**config.mk**
```make
export PLATFORM = sky130hd
export DESIGN_NAME = vga_raster_scanner
export DESIGN_NICKNAME = d
export VERILOG_FILES = /design/src/rtl/vga_raster_scanner.sv
export SDC_FILE = /design/constraint.sdc
export NUM_CORES = 1
export LEC_CHECK = 0
export BUFFER_PORTS_ARGS = -buffer_cell sky130_fd_sc_hd__buf_4
export CAP_MARGIN = 15
export CELL_PAD_IN_SITES_DETAIL_PLACEMENT = 0
export CELL_PAD_IN_SITES_GLOBAL_PLACEMENT = 1
export CORE_MARGIN = 3
export CORE_UTILIZATION = 28
export DETAILED_ROUTE_END_ITERATION = 6
export GPL_TIMING_DRIVEN = 1
export MAX_ROUTING_LAYER = met4
export PLACE_DENSITY_LB_ADDON = 0.15
export SKIP_CTS_REPAIR_TIMING = 1
export SLEW_MARGIN = 20
export SYNTH_ARGS = -nofsm -noshare
export SYNTH_HDL_FRONTEND = slang
export SYNTH_SLANG_ARGS = --single-unit
```
**constraint.sdc**
```tcl
create_clock -name Clock -period 6.1 [get_ports Clock]
set_clock_uncertainty 0.15 [all_clocks]
set_input_delay 0.915 -clock Clock [delete_from_list [all_inputs] [get_ports Clock]]
set_output_delay 0.915 -clock Clock [all_outputs]
set_load 0.02 [all_outputs]
```
**src/rtl/vga_raster_scanner.sv**
```systemverilog
// Raster scanner: walks the H_RES x V_RES coordinate space into a pixel source,
// realigns the returned colour with its coordinate through a delay line, and
// re-emits each pixel as a framebuffer plot write.
module vga_raster_scanner #(
    parameter int unsigned H_RES   = 320,
    parameter int unsigned V_RES   = 240,
    parameter int unsigned X_W     = 9,
    parameter int unsigned Y_W     = 8,
    parameter int unsigned COL_W   = 3,
    parameter int unsigned PIX_LAT = 2
) (
    input  logic             Clock,
    input  logic             Resetn,
    input  logic             Enable,
    output logic [X_W-1:0]   VGAx,
    output logic [Y_W-1:0]   VGAy,
    input  logic [COL_W-1:0] VGAcol,
    output logic [X_W-1:0]   PlotX,
    output logic [Y_W-1:0]   PlotY,
    output logic [COL_W-1:0] PlotCol,
    output logic             Plot,
    output logic             Busy,
    output logic             FrameDone,
    output logic [7:0]       FrameCount
);

    localparam logic [X_W-1:0] XLast     = X_W'(H_RES - 1);
    localparam logic [Y_W-1:0] YLast     = Y_W'(V_RES - 1);
    // Drain must cover the pixel-source latency plus the plot output register.
    localparam logic [2:0]     DrainLast = 3'(PIX_LAT);

    typedef enum logic [1:0] {
        StIdle,
        StScan,
        StDrain
    } state_e;

    state_e           state_q;
    logic [X_W-1:0]   scan_x_q;
    logic [Y_W-1:0]   scan_y_q;
    logic             busy_q;
    logic [2:0]       drain_cnt_q;

    // Stage 0 of the delay line is the live scan coordinate; stages 1..PIX_LAT are registered.
    logic             stage0_valid;
    logic             pipe_valid_q [1:PIX_LAT];
    logic [X_W-1:0]   pipe_x_q     [1:PIX_LAT];
    logic [Y_W-1:0]   pipe_y_q     [1:PIX_LAT];

    logic             tap_valid;
    logic [X_W-1:0]   tap_x;
    logic [Y_W-1:0]   tap_y;
    logic             tap_last;

    logic             plot_q;
    logic [X_W-1:0]   plot_x_q;
    logic [Y_W-1:0]   plot_y_q;
    logic [COL_W-1:0] plot_col_q;
    logic             frame_done_q;
    logic [7:0]       frame_count_q;

    // Scan FSM: raster counters, drain timer and Busy, all registered.
    always_ff @(posedge Clock or negedge Resetn) begin
        if (!Resetn) begin
            state_q     <= StIdle;
            scan_x_q    <= '0;
            scan_y_q    <= '0;
            busy_q      <= 1'b0;
            drain_cnt_q <= '0;
        end else begin
            unique case (state_q)
                StIdle: begin
                    if (Enable) begin
                        state_q  <= StScan;
                        scan_x_q <= '0;
                        scan_y_q <= '0;
                        busy_q   <= 1'b1;
                    end
                end
                StScan: begin
                    if (scan_x_q == XLast) begin
                        if (scan_y_q == YLast) begin
                            // Enable is only consulted at the frame boundary.
                            if (Enable) begin
                                scan_x_q <= '0;
                                scan_y_q <= '0;
                            end else begin
                                state_q     <= StDrain;
                                drain_cnt_q <= '0;
                            end
                        end else begin
                            scan_x_q <= '0;
                            scan_y_q <= scan_y_q + 1'b1;
                        end
                    end else begin
                        scan_x_q <= scan_x_q + 1'b1;
                    end
                end
                StDrain: begin
                    // Enable is ignored here; IDLE picks it up on the following cycle.
                    if (drain_cnt_q == DrainLast) begin
                        state_q <= StIdle;
                        busy_q  <= 1'b0;
                    end else begin
                        drain_cnt_q <= drain_cnt_q + 1'b1;
                    end
                end
                default: begin
                    state_q <= StIdle;
                    busy_q  <= 1'b0;
                end
            endcase
        end
    end

    // Only coordinates issued while scanning enter the delay line as valid.
    always_comb begin
        stage0_valid = (state_q == StScan);
    end

    // Delay line aligning each coordinate with the colour the source returns for it.
    always_ff @(posedge Clock or negedge Resetn) begin
        if (!Resetn) begin
            for (int unsigned k = 1; k <= PIX_LAT; k++) begin
                pipe_valid_q[k] <= 1'b0;
                pipe_x_q[k]     <= '0;
                pipe_y_q[k]     <= '0;
            end
        end else begin
            pipe_valid_q[1] <= stage0_valid;
            pipe_x_q[1]     <= scan_x_q;
            pipe_y_q[1]     <= scan_y_q;
            for (int unsigned k = 2; k <= PIX_LAT; k++) begin
                pipe_valid_q[k] <= pipe_valid_q[k-1];
                pipe_x_q[k]     <= pipe_x_q[k-1];
                pipe_y_q[k]     <= pipe_y_q[k-1];
            end
        end
    end

    // Tap decode: the coordinate whose colour is on VGAcol this cycle.
    always_comb begin
        tap_valid = pipe_valid_q[PIX_LAT];
        tap_x     = pipe_x_q[PIX_LAT];
        tap_y     = pipe_y_q[PIX_LAT];
        tap_last  = (tap_x == XLast) && (tap_y == YLast);
    end

    // Plot output register and frame accounting; plot fields hold while idle.
    always_ff @(posedge Clock or negedge Resetn) begin
        if (!Resetn) begin
            plot_q        <= 1'b0;
            plot_x_q      <= '0;
            plot_y_q      <= '0;
            plot_col_q    <= '0;
            frame_done_q  <= 1'b0;
            frame_count_q <= '0;
        end else begin
            plot_q       <= tap_valid;
            frame_done_q <= tap_valid && tap_last;
            if (tap_valid) begin
                plot_x_q   <= tap_x;
                plot_y_q   <= tap_y;
                plot_col_q <= VGAcol;
                if (tap_last) begin
                    frame_count_q <= frame_count_q + 8'd1;
                end
            end
        end
    end

    assign VGAx       = scan_x_q;
    assign VGAy       = scan_y_q;
    assign Busy       = busy_q;
    assign Plot       = plot_q;
    assign PlotX      = plot_x_q;
    assign PlotY      = plot_y_q;
    assign PlotCol    = plot_col_q;
    assign FrameDone  = frame_done_q;
    assign FrameCount = frame_count_q;

endmodule

```
## Word-level counts from Yosys, hierarchy flattened

Index checks and enable logic that the tools add are counted.

| cells by class | value |
|---|---|
| add/subtract/negate cells | 4 |
| $mul | 0 |
| div/mod/pow operators | 0 |
| $lt $le $gt $ge | 0 |
| eq/ne operators | 13 |
| shifts and indexed selects | 0 |
| mux-type cells | 22 |
| bitwise gates (word level) | 1 |
| reduce and logical (&&, ||, !) cells | 10 |

Operators by type and width:

| cell | number |
|---|---|
| 2-to-1 mux 9 bit | 3 |
| 2-to-1 mux 8 bit | 3 |
| equality test 9 bit (second input constant) | 2 |
| one-hot mux 9 bit (2 select lines) | 1 |
| adder 8 x 1 -> 8 bit (second input constant) | 2 |
| equality test 8 bit (second input constant) | 2 |
| one-hot mux 8 bit (2 select lines) | 1 |
| 2-to-1 mux 3 bit | 4 |
| 2-to-1 mux 2 bit | 5 |
| AND reduction 5 bit | 2 |
| adder 9 x 1 -> 9 bit (second input constant) | 1 |
| inequality test 2 bit (second input constant) | 4 |
| one-hot mux 2 bit (3 select lines) | 1 |
| one-hot mux 3 bit (2 select lines) | 1 |
| inequality test 2 x 1 -> 1 bit (second input constant) | 2 |
| AND reduction 2 bit | 2 |
| nonzero test 2 bit | 2 |
| adder 3 x 1 -> 3 bit (second input constant) | 1 |
| equality test 3 x 2 -> 1 bit (second input constant) | 1 |
| one-hot mux 1 bit (3 select lines) | 1 |
| AND reduction 3 bit | 1 |
| equality test 2 x 1 -> 1 bit (second input constant) | 1 |
| equality test 2 bit (second input constant) | 1 |
| logical AND 1 bit | 2 |
| other kinds (3) | 4 |

| word-level totals | value |
|---|---|
| bits in registers | 89 |
| bits in latches | 0 |
| memory bits (writable) | 0 |
| ROM bits | 0 |
| input port bits | 6 |
| output and inout bits | 48 |
| word-level logic and storage cells | 67 |
| memories | 0 |

## Longest topological paths before layout

Gate-level depths: netlist of the first run.

| depth | value |
|---|---|
| word-level depth | 4 |
| depth in mapped cells | 7 |
| gate-level depth less buffers | 7 |

## Worst setup path before layout of the first run

No wires, ideal clock.

| timing | value |
|---|---|
| kind | input -> register |
| start point | input port Enable |
| end point | register scan_x_q[2] (netlist: VGAx[2]) |
| setup time | 77 ps |
| data arrival time | 1975 ps |
| required time | 5873 ps |
| setup slack | 3898 ps |
| stages on the path | 4 |
| buffers on the path | 0 |
| cell sequence | or4_1 -> a21oi_2 -> o21ai_0 -> a21oi_1 |

| between the ends | value |
|---|---|
| longest elaborated chain between the ends | 4 |

Ends and longest elaborated chain:

| element | line | RTL |
|---|---|---|
| start, declared | 14 | `input logic Enable,` |
| 2-to-1 mux 9 bit (*) | - |  |
| 2-to-1 mux 9 bit (2 in series) | - |  |
| one-hot mux 9 bit (2 select lines) (*) | - |  |
| end signal, assigned | 96 | `scan_x_q <= scan_x_q + 1'b1;` |
| end, declared | 39 | `logic [X_W-1:0] scan_x_q;` |

Every way passes the cells marked *; elsewhere a longest branch is shown, timed or not.
A chain may end at the register's enable or synchronous reset.

## Worst setup path in the final report of the first run

| timing | value |
|---|---|
| start point | register scan_x_q[0] (netlist: VGAx[0]) |
| end point | register scan_y_q[3] (netlist: VGAy[3]) |

| between the ends | value |
|---|---|
| longest elaborated chain between the ends | 3 |

Ends and longest elaborated chain:

| element | line | RTL |
|---|---|---|
| equality test 9 bit | 81 | `if (scan_x_q == XLast) begin` |
| inequality test 2 x 1 -> 1 bit (no line) | - |  |
| AND reduction 2 bit (no line) | - |  |
| end signal, assigned | 93 | `scan_y_q <= scan_y_q + 1'b1;` |
| end, declared | 40 | `logic [Y_W-1:0] scan_y_q;` |

Every way passes these cells.

==> results of run 1 <==
[stage by stage]
stage | setup slack (ns) | hold WS, ns | cells
after floorplan | 3.90 | 0.181 | 258
after global placement | 3.64 | 0.182 | 447
after detailed placement | 3.61 | 0.185 | 447
after CTS | 3.69 | 0.182 | 462
after global routing | 3.51 | 0.181 | 462
final | 3.71 | 0.189 | 462
[power breakdown]
group / internal [mW] / leakage, nW / total [mW] / switching, mW
Sequential: 0.591 / 0.939 / 0.592 / 0.000442
Clock: 0.318 / 0.147 / 0.546 / 0.228
Combinational: 0.00471 / 0.718 / 0.0187 / 0.0140
Total: 0.914 / 1.80 / 1.16 / 0.242
[cell type report]
class / instances / area, µm²
clock buffer: 9 / 225
sequential: 89 / 2230
clock inverter: 6 / 68.8
timing repair buffer: 54 / 409
multi-input combinational: 150 / 1060
tap: 143 / 179
inverter: 11 / 41.3
fill: 1137 / 7350
[worst paths after layout]
path / endpoint / slack [ns]
setup reg to reg: VGAy[3] / 3.71
min in group asynchronous: FrameCount[4] / 0.20
max in group asynchronous: drain_cnt_q[1] / 4.66
setup / recovery: VGAy[3] / 3.71
hold reg to reg: tap_valid / 0.19
hold / removal: tap_valid / 0.19
[synth_stat cells]
master / count
sky130_fd_sc_hd__a21boi_2: 1
sky130_fd_sc_hd__a41oi_1: 3
sky130_fd_sc_hd__o21a_1: 2
sky130_fd_sc_hd__buf_1: 1
sky130_fd_sc_hd__and3_1: 7
sky130_fd_sc_hd__o32ai_1: 1
sky130_fd_sc_hd__nand4b_1: 1
sky130_fd_sc_hd__inv_1: 11
sky130_fd_sc_hd__nand2b_1: 2
sky130_fd_sc_hd__a31oi_1: 3
sky130_fd_sc_hd__a32o_1: 2
sky130_fd_sc_hd__o22ai_2: 1
sky130_fd_sc_hd__nor2_1: 12
sky130_fd_sc_hd__clkbuf_1: 6
sky130_fd_sc_hd__mux2_2: 21
sky130_fd_sc_hd__nand3_1: 8
sky130_fd_sc_hd__o31ai_1: 2
sky130_fd_sc_hd__or4_1: 3
sky130_fd_sc_hd__o21ai_2: 1
sky130_fd_sc_hd__a22oi_1: 1
sky130_fd_sc_hd__a21o_1: 3
sky130_fd_sc_hd__nand2_1: 14
sky130_fd_sc_hd__or4_4: 1
sky130_fd_sc_hd__nor4_4: 1
sky130_fd_sc_hd__buf_2: 1
sky130_fd_sc_hd__ha_1: 5
sky130_fd_sc_hd__o21ai_1: 1
sky130_fd_sc_hd__dfrtp_1: 89
sky130_fd_sc_hd__xnor2_1: 6
sky130_fd_sc_hd__a221o_1: 1
sky130_fd_sc_hd__a21oi_1: 16
sky130_fd_sc_hd__o2bb2ai_1: 1
sky130_fd_sc_hd__or3_1: 2
sky130_fd_sc_hd__nor3_1: 2
sky130_fd_sc_hd__a21oi_2: 1
sky130_fd_sc_hd__xor2_1: 1
sky130_fd_sc_hd__nand4_1: 10
sky130_fd_sc_hd__o311ai_0: 1
sky130_fd_sc_hd__o21ai_0: 12
sky130_fd_sc_hd__nor4_2: 1
[worst max-delay path: cells and delay by family (launching register included)]
| family | cells | cell delay [ns] |
|---|---|---|
| and+or+nand+nor | 2 | 0.83 |
| adders and majority gates | 1 | 0.23 |
| DFF | 1 | 0.44 |
| AOI/OAI and AO/OA | 3 | 0.62 |
[per-layer routing]
metal	vias up	share of wire (%)	GRT usage, %
li1	1043	-	-
met1	1107	46	14.9
met2	52	47	18.1
met3	8	5.2	4.49
met4	0	1.3	3.60
met5	-	0	-
[cells by family after synthesis]
kind of cell	count (synthesis)	synth area share (%)
and+or+nand+nor	64	10.6
AOI/OAI and AO/OA	53	10.3
muxes	21	7.03
buffers and inverters	19	2.16
adders and majority gates	5	1.86
xor gates and xnor gates	7	1.82
DFF	89	66.2
[layout by cell type, fill, tap and decap left out, types with 5 or more instances in the layout]
cell type,Yosys,routed
sky130_fd_sc_hd__nand4_1,10,10
sky130_fd_sc_hd__clkbuf_16,0,9
sky130_fd_sc_hd__a21oi_1,16,16
sky130_fd_sc_hd__and3_1,7,7
sky130_fd_sc_hd__ha_1,5,5
sky130_fd_sc_hd__inv_1,11,11
sky130_fd_sc_hd__dfrtp_1,89,89
sky130_fd_sc_hd__mux2_2,21,21
sky130_fd_sc_hd__xnor2_1,6,6
sky130_fd_sc_hd__nand3_1,8,8
sky130_fd_sc_hd__buf_4,0,53
sky130_fd_sc_hd__o21ai_0,12,12
sky130_fd_sc_hd__nor2_1,12,12
sky130_fd_sc_hd__nand2_1,14,14
[state kept, by name (all words and copies together) (netlist names), 8 cells and up]
name / cells
pipe_x_q: 9
PlotY: 8
FrameCount: 8
tap_y: 8
pipe_y_q: 8
PlotX: 9
tap_x: 9
VGAx: 9
VGAy: 8
==> metrics.log, run 1 <==
[metrics] run status: completed
[metrics] count of different cell masters after synthesis: 40
[metrics] setup violation total in the final timing report: 0
[metrics] actual transition at the worst max-transition pin: 0.860 ns
[metrics] wire length of the first global-routing pass: 11,900 µm
[metrics] Synth Area per Inst: 13.0 µm²
[metrics] power density of the placed cells: ~270 mW/mm²
[metrics] worst slew margin relative to its limit: 42.7%
[metrics] Die Span Y: 116 µm
[metrics] count of antenna diodes in the layout: 0
[metrics] floorplan die width: 116 µm
[metrics] DRC Markers: 0
[metrics] total gr overflow: 0
[metrics] proportion of synthesized chip area in sequential cells: roughly two thirds
[metrics] pin count of the biggest net entering global routing: 89
[metrics] last weighted congestion value of the routability-driven placer: 0.737
[metrics] first-pass detailed-route iteration total: 4
[metrics] die area: 0.0134 mm²
[metrics] dpl hpwl: a little under 5000 µm
[metrics] setup repair after global routing missed its margin: false
[metrics] path type of the worst min-delay path: flop to flop
[metrics] clock insertion delay at the later pin of the skew report: 0.33 ns
[metrics] top-level I/O count: 54
[metrics] clock tree from TritonCTS: done
[metrics] routed wirelength normalized by instance count: 15.5 µm
[metrics] CP Launch Point: VGAx[0]
[metrics] area grow syn2layout: 25.3%
[metrics] number of max-cap violations: 0
[metrics] arrival time at the worst endpoint: 2.45 ns
[metrics] critical path cell sequence: ha_1 -> nand2_1 -> or4_1 -> o22ai_2 -> o21a_1 -> a21oi_1
[metrics] antenna violations before repair: 0
[metrics] number of buffers created by CTS: 9
[metrics] Cells after Synth: 258
[metrics] number of hold violations in the final report: 0
[metrics] share of Yosys cell area claimed by the top area cell type: 66.2%
[metrics] root buffer cell: sky130_fd_sc_hd__clkbuf_16
[metrics] Synthesis Warnings: 0
[metrics] overall track demand over capacity in global routing: about an eighth
[metrics] stage delay of the slowest cell on the critical path: around 0.67 ns
[metrics] reported leakage power: about 1.8 nW
[metrics] number of sinks handled by clock tree synthesis: 89
[metrics] floorplan core area: ~0.012 mm²
[metrics] Longest Clk Path Bufs: 2
[metrics] syn nets: 269
[metrics] VDD IR max: between 0.1 and 0.15 mV
[metrics] register bit total from synthesis: 89
[metrics] vias post-DR: 2,210
[metrics] maximum achievable frequency: 418 MHz
[metrics] post-detailed-route via-to-cell ratio: 4.78
[metrics] cell with the biggest individual delay on the critical path: sky130_fd_sc_hd__or4_1
[metrics] initial drt markers: approximately 150
[metrics] cell area after placement: 0.00392 mm²
[metrics] top cell type by total area after synthesis: sky130_fd_sc_hd__dfrtp_1
[metrics] share of layout cells above drive strength 1: 30.4%
[metrics] critical path startpoint category: flop
[metrics] type of the setup path with the least slack: flop to flop
[metrics] starting density of the core: 29.1%
[metrics] post-detailed-route count of antenna-violating nets: 0
[metrics] total chip power: 1.16 mW
[metrics] number of pins exceeding their max-slew limit in the final report: 0
[metrics] total routed wirelength: 7170 µm
[metrics] startpoint of the worst hold path: pipe_valid_q[1]
[metrics] Crit Path Max Fanout: 7
[metrics] Cells on Worst Hold Path: 0
[metrics] min Tclk post-route: 2.39 ns
[metrics] Critical Path Sink Type: flop
[metrics] port bufs: 53
[metrics] H-tree level count: 3
[metrics] setup TNS: 0 ns
[metrics] final worst path period share: about two fifths
[metrics] std cell rows: 39
[metrics] number of global-route vias before repair: 2,284
[metrics] area of all placed cells without fillers: approximately 0.0042 mm²
[metrics] total number of nets in the final design: roughly 330
[metrics] post-synth design cell area: 0.00336 mm²
[metrics] Synth area leaders: sky130_fd_sc_hd__dfrtp_1 66%, sky130_fd_sc_hd__mux2_2 7.0%, sky130_fd_sc_hd__a21oi_1 2.4%, sky130_fd_sc_hd__ha_1 1.9%, sky130_fd_sc_hd__nand4_1 1.9%
[metrics] utilization after layout: 36.4%
[metrics] register clock-pin slew on the reported worst setup and hold paths: roughly 0.06 ns
[metrics] R2R Path Start: VGAx[0]
[metrics] data required time of the critical path: 6.16 ns
[metrics] cell count of the worst reg-to-reg path: 6
(Power assumes the default switching activity.)
==> run 2: changes to the inputs <==
==> constraint.sdc (replaced) <==
create_clock -name Clock -period 2.2 [get_ports Clock]
set_clock_uncertainty 0.15 [all_clocks]
set_input_delay 0.33 -clock Clock [delete_from_list [all_inputs] [get_ports Clock]]
set_output_delay 0.33 -clock Clock [all_outputs]
set_load 0.02 [all_outputs]
==> run 2 against run 1 <==
Power grew to 2.8 times the previous value. Highest routed layer unchanged. Largest power group unchanged. Critical path depth is the same. Die area did not move.
==> metrics.log, run 2 (synthesis results as in run 1) <==
[metrics] clock tree from TritonCTS: done (unchanged)
[metrics] setup repair after global routing missed its margin: false (unchanged)
[metrics] number of buffers created by CTS: 9 (unchanged)
[metrics] vias post-DR: 2,338 (was 2,210)
[metrics] dpl hpwl: 5480 µm (was 4850 µm)
[metrics] initial drt markers: 144 (was 151)
[metrics] wire length of the first global-routing pass: 12,700 µm (was 11,900 µm)
[metrics] fillcell total: 1,142 (was 1,137)
[metrics] worst slew margin relative to its limit: 60.7% (was 42.7%)
[metrics] top-level I/O count: 54 (unchanged)
[metrics] reported leakage power: 1.94 nW (was 1.80 nW)
[metrics] first-pass detailed-route iteration total: 4 (unchanged)
[metrics] maximum achievable frequency: 491 MHz (was 418 MHz)
[metrics] clock insertion delay at the later pin of the skew report: 0.34 ns (was 0.33 ns)
[metrics] DRC Markers: 0 (unchanged)
[metrics] setup TNS: 0 ns (unchanged)
[metrics] arrival time at the worst endpoint: 2.15 ns (was 2.45 ns)
[metrics] starting density of the core: 29.1% (unchanged)
[metrics] total number of nets in the final design: 353 (was 326)
[metrics] die area: 0.0134 mm² (unchanged)
[metrics] overall track demand over capacity in global routing: 12.8% (was 11.9%)
[metrics] most common library cell in the layout ignoring fill and taps: sky130_fd_sc_hd__dfrtp_1 (unchanged)
[metrics] path type of the worst min-delay path: input pin to flop (was flop to flop)
[metrics] floorplan die width: 116 µm (unchanged)
[metrics] min Tclk post-route: 2.04 ns (was 2.39 ns)
[metrics] number of global-route vias before repair: 2,315 (was 2,284)
[metrics] final worst path period share: 92.6% (was 39.2%)
[metrics] actual transition at the worst max-transition pin: 0.583 ns (was 0.860 ns)
[metrics] port bufs: 53 (unchanged)
[metrics] number of instances in the placed design: 473 (was 447)
[metrics] Post-Layout Cell Count: 490 (was 462)
[metrics] critical path startpoint category: flop (unchanged)
[metrics] count of antenna diodes in the layout: 0 (unchanged)
[metrics] Critical Path Sink Type: flop (unchanged)
[metrics] number of hold violations in the final report: 0 (unchanged)
[metrics] Longest Clk Path Bufs: 2 (unchanged)
[metrics] floorplan core area: 0.0116 mm² (unchanged)
[metrics] area grow syn2layout: 33.2% (was 25.3%)
[metrics] run status: completed (unchanged)
[metrics] data required time of the critical path: 2.31 ns (was 6.16 ns)
[metrics] antenna violations before repair: 0 (unchanged)
[metrics] root buffer cell: sky130_fd_sc_hd__clkbuf_16 (unchanged)
[metrics] Die Span Y: 116 µm (unchanged)
[metrics] total area of multi-input combinational cells: 0.00109 mm² (was 0.00106 mm²)
[metrics] post-detailed-route count of antenna-violating nets: 0 (unchanged)
[metrics] type of the setup path with the least slack: flop to flop (unchanged)
[metrics] Crit Path Max Fanout: 7 (unchanged)
[metrics] number of max-cap violations: 0 (unchanged)
[metrics] setup violation total in the final timing report: 0 (unchanged)
[metrics] combined flip-flop and latch cell area: 0.00223 mm² (unchanged)
[metrics] register clock-pin slew on the reported worst setup and hold paths: 0.07 ns (was 0.06 ns)
[metrics] number of sinks handled by clock tree synthesis: 89 (unchanged)
[metrics] pin count of the biggest net entering global routing: 33 (was 89)
[metrics] post-detailed-route via-to-cell ratio: 4.77 (was 4.78)
[metrics] number of pins exceeding their max-slew limit in the final report: 0 (unchanged)
[metrics] total gr overflow: 0 (unchanged)
[metrics] H-tree level count: 3 (unchanged)
[metrics] power density of the placed cells: 729 mW/mm² (was 274 mW/mm²)
[metrics] total routed wirelength: 7640 µm (was 7170 µm)
[metrics] VDD IR max: 0.291 mV (was 0.122 mV)
[metrics] last weighted congestion value of the routability-driven placer: 0.761 (was 0.737)
[metrics] share of layout cells above drive strength 1: 36.3% (was 30.4%)
[metrics] std cell rows: 39 (unchanged)
[metrics] routed wirelength normalized by instance count: 15.6 µm (was 15.5 µm)
[metrics] highest-count cells in the layout ignoring fill and taps: 89 x sky130_fd_sc_hd__dfrtp_1, 78 x sky130_fd_sc_hd__buf_4, 21 x sky130_fd_sc_hd__mux2_2 (was 89 x sky130_fd_sc_hd__dfrtp_1, 53 x sky130_fd_sc_hd__buf_4, 21 x sky130_fd_sc_hd__mux2_2)
## run 2: worst paths after layout
check                      cells after the start            end         start  slack, ns
min in group asynchronous                      2  FrameCount[2]        Resetn       0.33
min                                            2     PlotCol[1]     VGAcol[1]       0.07
max                                            6        VGAx[4]       VGAy[0]       0.16
max in group asynchronous                      3        VGAx[8]        Resetn       1.05
max reg2reg                                    6        VGAx[4]       VGAy[0]       0.16
min reg2reg                                    0       tap_x[1]  pipe_x_q[10]       0.19
## run 2: worst max-delay path, stage by stage (launching register included)
cell and delay [ns]:
sky130_fd_sc_hd__dfrtp_1 0.35, sky130_fd_sc_hd__ha_1 0.21, sky130_fd_sc_hd__nand4_1 0.19, sky130_fd_sc_hd__or4_4 0.55
sky130_fd_sc_hd__a21oi_4 0.24, sky130_fd_sc_hd__a41oi_1 0.14, sky130_fd_sc_hd__a21oi_1 0.13
## run 2: stage by stage
step                      setup slack, ns  hold WS, ns  total power, mW  util [%]  cell area [µm²]
after floorplan                  0.000763       -0.116             1.68         -             3360
after global placement             0.0500        0.161             1.73      35.8             4140
after detailed placement           0.0519        0.165             1.74      35.8             4140
after CTS                          0.0330       -0.206             3.32      38.4             4440
after global routing               0.0156       0.0694             3.39      38.7             4480
final                               0.162       0.0737             3.27      38.7             4480
## run 2: final cells by class
type                       count  area share (%)
sequential                    89            49.7
multi-input combinational    150            24.4
timing repair buffer          81            14.2
tap                          143            3.99
clock buffer                  11            5.42
clock inverter                 5            1.40
inverter                      11           0.922
## run 2: routing by layer
layer	routed length [µm]	part of all wire [%]	vias to the layer above	global-route usage, %
met3	458	6.0	14	3.39
met1	3500	46	1149	16.7
met5	0	0	-	-
met2	3560	47	80	19.2
met4	125	1.6	0	4.93
li1	-	-	1095	-
## run 2: power breakdown
group	switching, mW	internal, mW	total, mW
clock network	0.641	0.922	1.56
registers	0.00124	1.64	1.64
logic	0.0423	0.0197	0.0620
total	0.685	2.58	3.27
